## config.mk

```make
export PLATFORM = sky130hd
export DESIGN_NAME = wb_bus_arbiter
export DESIGN_NICKNAME = d
export VERILOG_FILES = /design/src/rtl/wb_bus_arbiter.sv
export SDC_FILE = /design/constraint.sdc
export NUM_CORES = 1
export LEC_CHECK = 0
export BUFFER_PORTS_ARGS = -buffer_cell sky130_fd_sc_hd__buf_2
export CORE_AREA = 2 2 184 186
export CTS_CLUSTER_DIAMETER = 120
export DETAILED_ROUTE_END_ITERATION = 8
export DIE_AREA = 0 0 186 188
export PLACE_DENSITY = 0.83
export SETUP_SLACK_MARGIN = 0.05
export SLEW_MARGIN = 20
export SYNTH_ARGS = -nofsm -noshare
export SYNTH_HDL_FRONTEND = slang
export SYNTH_SLANG_ARGS = --single-unit
```

## constraint.sdc

```tcl
create_clock -name clk_in -period 10.85 [get_ports clk_in]
set_input_delay 1.085 -clock clk_in [delete_from_list [all_inputs] [get_ports clk_in]]
set_output_delay 1.085 -clock clk_in [all_outputs]
set_load 0.005 [all_outputs]
```

## src/rtl/wb_bus_arbiter.sv

```systemverilog
// Writeback bus arbiter: three per-source completion FIFOs drained round-robin,
// one registered beat per cycle onto the shared result bus.
module wb_bus_arbiter #(
    parameter int DEPTH   = 4,
    parameter int PTR_W   = 2,
    parameter int ENTRY_W = 4
) (
    input  logic               clk_in,
    input  logic               rst_n_in,
    input  logic               rdy_in,
    input  logic               flush_in,
    input  logic               alu_valid_in,
    input  logic [31:0]        alu_result_in,
    input  logic [31:0]        alu_pc_in,
    input  logic [ENTRY_W-1:0] alu_entry_in,
    input  logic               ld_valid_in,
    input  logic [31:0]        ld_result_in,
    input  logic [ENTRY_W-1:0] ld_entry_in,
    input  logic               st_valid_in,
    input  logic [ENTRY_W-1:0] st_entry_in,
    output logic               alu_full_out,
    output logic               ld_full_out,
    output logic               st_full_out,
    output logic               wb_valid_out,
    output logic [1:0]         wb_src_out,
    output logic [31:0]        wb_result_out,
    output logic [31:0]        wb_pc_out,
    output logic [ENTRY_W-1:0] wb_entry_out,
    output logic               overflow_err_out
);
    localparam int NSRC = 3;
    typedef logic [PTR_W-1:0] ptr_t;
    typedef logic [PTR_W:0]   cnt_t;
    localparam cnt_t FULL_CNT = cnt_t'(DEPTH);

    logic [31:0]        alu_res_mem [DEPTH];
    logic [31:0]        alu_pc_mem  [DEPTH];
    logic [31:0]        ld_res_mem  [DEPTH];
    logic [ENTRY_W-1:0] alu_ent_mem [DEPTH];
    logic [ENTRY_W-1:0] ld_ent_mem  [DEPTH];
    logic [ENTRY_W-1:0] st_ent_mem  [DEPTH];

    ptr_t head_q [NSRC];
    ptr_t tail_q [NSRC];
    cnt_t cnt_q  [NSRC];
    logic [1:0] rr_q;

    logic [NSRC-1:0] push_req, full, push_ok, pop;
    logic            found;
    logic [1:0]      win;
    logic [2:0]      idx;
    logic [31:0]        sel_result, sel_pc;
    logic [ENTRY_W-1:0] sel_entry;

    assign push_req = {st_valid_in, ld_valid_in, alu_valid_in};

    always_comb begin
        for (int i = 0; i < NSRC; i++) begin
            full[i] = (cnt_q[i] == FULL_CNT);
        end
    end

    assign push_ok      = push_req & ~full;
    assign alu_full_out = full[0];
    assign ld_full_out  = full[1];
    assign st_full_out  = full[2];

    // Round-robin search over occupancy as it stood before this edge's pushes
    always_comb begin
        found = 1'b0;
        win   = 2'd0;
        idx   = 3'd0;
        for (int k = 0; k < NSRC; k++) begin
            idx = {1'b0, rr_q} + 3'(k);
            if (idx >= 3'd3) idx = idx - 3'd3;
            if (!found && cnt_q[idx[1:0]] != '0) begin
                found = 1'b1;
                win   = idx[1:0];
            end
        end
    end

    always_comb begin
        pop = '0;
        if (found) pop[win] = 1'b1;
    end

    always_comb begin
        sel_result = '0;
        sel_pc     = '0;
        sel_entry  = '0;
        case (win)
            2'd0: begin
                sel_result = alu_res_mem[head_q[0]];
                sel_pc     = alu_pc_mem[head_q[0]];
                sel_entry  = alu_ent_mem[head_q[0]];
            end
            2'd1: begin
                sel_result = ld_res_mem[head_q[1]];
                sel_entry  = ld_ent_mem[head_q[1]];
            end
            default: sel_entry = st_ent_mem[head_q[2]];
        endcase
    end

    // Payload storage needs no reset; validity lives entirely in the counts
    always_ff @(posedge clk_in) begin
        if (rdy_in && !flush_in) begin
            if (push_ok[0]) begin
                alu_res_mem[tail_q[0]] <= alu_result_in;
                alu_pc_mem[tail_q[0]]  <= alu_pc_in;
                alu_ent_mem[tail_q[0]] <= alu_entry_in;
            end
            if (push_ok[1]) begin
                ld_res_mem[tail_q[1]] <= ld_result_in;
                ld_ent_mem[tail_q[1]] <= ld_entry_in;
            end
            if (push_ok[2]) st_ent_mem[tail_q[2]] <= st_entry_in;
        end
    end

    always_ff @(posedge clk_in or negedge rst_n_in) begin
        if (!rst_n_in) begin
            for (int i = 0; i < NSRC; i++) begin
                head_q[i] <= '0;
                tail_q[i] <= '0;
                cnt_q[i]  <= '0;
            end
            rr_q             <= 2'd0;
            wb_valid_out     <= 1'b0;
            wb_src_out       <= 2'd0;
            wb_result_out    <= '0;
            wb_pc_out        <= '0;
            wb_entry_out     <= '0;
            overflow_err_out <= 1'b0;
        end else if (flush_in) begin
            for (int i = 0; i < NSRC; i++) begin
                head_q[i] <= '0;
                tail_q[i] <= '0;
                cnt_q[i]  <= '0;
            end
            rr_q         <= 2'd0;
            wb_valid_out <= 1'b0;
        end else if (rdy_in) begin
            for (int i = 0; i < NSRC; i++) begin
                if (push_ok[i]) tail_q[i] <= tail_q[i] + ptr_t'(1);
                if (pop[i])     head_q[i] <= head_q[i] + ptr_t'(1);
                cnt_q[i] <= cnt_q[i] + cnt_t'(push_ok[i]) - cnt_t'(pop[i]);
            end
            // A push into a full FIFO is lost even if that FIFO pops this edge
            if (|(push_req & full)) overflow_err_out <= 1'b1;
            if (found) begin
                wb_valid_out  <= 1'b1;
                wb_src_out    <= win;
                wb_result_out <= sel_result;
                wb_pc_out     <= sel_pc;
                wb_entry_out  <= sel_entry;
                rr_q          <= (win == 2'd2) ? 2'd0 : win + 2'd1;
            end else begin
                wb_valid_out <= 1'b0;
            end
        end
    end
endmodule

```

==> summary.txt <==
Logic synthesis
  • Yosys warnings: 0
  • Post-synth EDFFs: between 400 and 500
  • FFs w/ async S/R, synth: 0.1803
  • Synth area leader: edfxtp_1
  • Share of the synthesized area in the top cell type: 0.6353
  • Most numerous cell in the Yosys netlist: edfxtp_1
  • Synth Register Bits: 527
  • Seq/Total Area, Yosys: 0.7517
  • Syn Area/Cell: ~19 um2
  • Syn Std Cell Area: 20,420 um2
  • Count of cell types in the netlist: 51
  • Mapped Cells: roughly 1,100
  • Post-synth top cells: 432 x edfxtp_1, 108 x mux4_2, 108 x nand2_1
  • Main flop type after synthesis: edfxtp_1
  • Dominant cells by area after synthesis: edfxtp_1 64%, mux4_2 12%, dfrtp_1 12%
  • Post-synthesis net count: ~1,200

Cells and area
  • # fillers: slightly below 2,000
  • Nets: around 1,400
  • Final Core Density: 0.7085
  • Register area: around 15,000 um2
  • Layout area overhead: 14.89%
  • Area of the multi-input gates: approximately 4800 um2
  • Design Area, Final: 23,460 um2
  • Final Non-Filler Cells: approximately 1,800
  • Share of layout cells above drive strength 1: 0.3025

Route
  • Routed Wire Length: 43,610 um
  • Vias: about 11,000
  • Drt pass-1 iters: 5
  • Vias/cell: 6.042
  • Wirelength per Cell: 24.49 um
  • Routed Antenna Nets: 0
  • Residual DRC: 0
  • Number of DRC markers in iteration 0: 833

Hold path
  • Hold Crit Class: register to register
  • Worst Hold End: wb_pc_out[28]
  • Hold path cells: 2
  • Hold_sp: wb_pc_out[28]

Placed design
  • RePlAce Congestion: roughly 0.79
  • Port bufs: between 150 and 200
  • # placed instances: between 1,500 and 2,000
  • Placed cell area: 21,810 um2
  • Dpl ws: between 6 and 7 ns
  • HPWL after detailed placement: 24,360 um

Clock network
  • Clock-pin slew on the worst setup and hold paths: roughly 0.06 ns
  • PostCTS Resize Cnt: 0
  • Clk_lat worst skew: 0.56 ns
  • Post-CTS setup buffer count: 0
  • H-Tree Depth: 2
  • CTS root buffer: clkbuf_16
  • CTS sink count: approximately 530
  • CTS Buf Count: 50
  • TritonCTS clock tree: yes
  • Hold_buf cts: 0
  • CTS max path bufs: 3

Critical path
  • Critical path startpoint category: register
  • Critical Path RT: about 11 ns
  • R2r startpoint: rr_q[0]
  • Setup slack, reg-to-reg: approximately 6.8 ns
  • Critical path cell sequence: inv_1 -> ha_1 -> nor4b_4 -> a21oi_1 -> a2111o_1 -> a2bb2oi_4 -> buf_4 -> ha_1 -> inv_1 -> ha_1 -> fa_1 -> xor2_1 -> nor2_1 -> xnor2_1 -> nor2_1
  • CP Max Fanout: roughly 40
  • Worst r2r path cells: 15
  • Crit path DAT: around 4.5 ns
  • Cell mode on critical path: ha_1
  • Crit-path slowest cell: buf_4
  • Crit path kind: register to register
  • Slowest cell delay on critical path: 0.62 ns
  • R2r endpoint: cnt_q[5]
  • Worst setup EP type: register

STA
  • Max Clk Rate: roughly 0.25 GHz
  • RSZ-0062 raised after global routing: false
  • Period utilisation layout: 0.3752
  • Final worst setup slack: between 6 and 7 ns
  • Hold Slack: ~0.47 ns
  • Slew @ Worst Pin: 1.116 ns
  • Min cycle time layout: slightly above 4 ns
  • Relative slew slack: 0.2563
  • Worst Skew: about 0.016 ns
  • Hold Vio Cnt, Final: 0
  • Sum Neg Setup Slack: 0 ns
  • Final slew viol count: 0
  • Final setup vio count: 0

Floorplan
  • Initial Util: 0.6167
  • DIE AREA: around 35,000 um2
  • Placement Rows: 67
  • Chip width: 186 um
  • Core area: about 33,000 um2
  • Num ports: 190
  • Die Ht: between 150 and 200 um

GRT
  • First-pass GRT wire length: between 60,000 and 70,000 um
  • Total grt overflow: 0
  • Via count of the first global-routing pass: about 11,000
  • GRT Overall Usage: 0.2567
  • Largest net degree at the start of global routing: 73
  • Initial antenna violation count: 15

Power and ir drop
  • Overall Power: about 5.5 mW
  • Leak: 8.395 nW
  • Power density cells: about 230 nW/um2
  • VDD IR max: between 0.1 and 0.15 mV

Flow run
  • Max-cap violations: 0

Status
  • Outcome: complete, no violations
power by group:
part / switching [mW] / total (mW) / internal [mW] / leakage, nW
clock: 0.702 / 1.62 / 0.917 / 0.756
sequential: 0.173 / 2.54 / 2.37 / 5.12
combinational: 0.740 / 1.32 / 0.577 / 2.52
total: 1.62 / 5.48 / 3.86 / 8.39
worst max-delay path by stage:
stage / from / end / depth (start not counted)
after global routing: rr_q[0] / cnt_q[5] / 15
after CTS: rr_q[0] / cnt_q[5] / 15
after floorplan: flush_in / alu_ent_mem[0][0] / 4
final: rr_q[0] / cnt_q[5] / 15
after detailed placement: rr_q[0] / cnt_q[5] / 15
after global placement: rr_q[0] / cnt_q[5] / 15
final cells by class:
class                      count  area share
inverter                      24    0.003840
clock buffer                  72     0.05941
multi-input combinational    476      0.2044
timing repair buffer         201     0.04672
clock inverter                19    0.005600
tap                          448     0.02389
sequential                   527      0.6547
antenna                       14    0.001493
registers in the layout, summed over array words and instances (netlist names):
| name | cells |
|---|---|
| wb_valid_out | 1 |
| cnt_q | 9 |
| tail_q | 6 |
| wb_entry_out | 4 |
| overflow_err_out | 1 |
| st_ent_mem | 16 |
| alu_pc_mem | 128 |
| wb_result_out | 32 |
| ld_res_mem | 128 |
| wb_src_out | 2 |
| alu_res_mem | 128 |
| ld_ent_mem | 16 |
| wb_pc_out | 32 |
| head_q | 6 |
| alu_ent_mem | 16 |
| rr_q | 2 |
worst max-delay path, delay by kind of cell (launching register included):
family,cells,cell delay (ns)
flops,1,0.40
buf+inv,3,0.74
compound gates,3,0.75
simple gates,3,0.49
xor+xnor,2,0.30
fa+ha+maj,4,1.25
layout by cell type (no fill, tap or decap), drive strengths merged, types with 3 or more instances in the layout:
cell and instances:
nand2b 4, mux4 108, nand2 108, diode 14
fa 3, nor3b 3, a221oi 3, mux2i 41
nand3 4, nor3 5, ha 22, buf 201
edfxtp 432, nor2b 5, o21ai 67, clkbuf 72
nor2 39, a21oi 9, a22o 3, clkinv 17
inv 25, dfrtp 95, a211oi 4, mux2 4
and2 12, xnor2 8
cells by family after synthesis:
group	share of synthesized area
DFF	0.7517
and+or+nand+nor	0.03989
muxes	0.1414
AOI/OAI and AO/OA	0.03039
buffers and inverters	0.01593
adders and majority gates	0.01642
xor gates and xnor gates	0.004289
metal layers:
metal	vias to the layer above	wire [um]	share of wire	GRT usage
met1	5578	16230	0.37	0.3240
met4	6	1310	0.030	0.1012
met3	86	3195	0.073	0.05477
met5	-	36	0.00083	0
li1	4629	-	-	-
met2	462	22840	0.52	0.4377
Power figures use the tool's default switching activity.
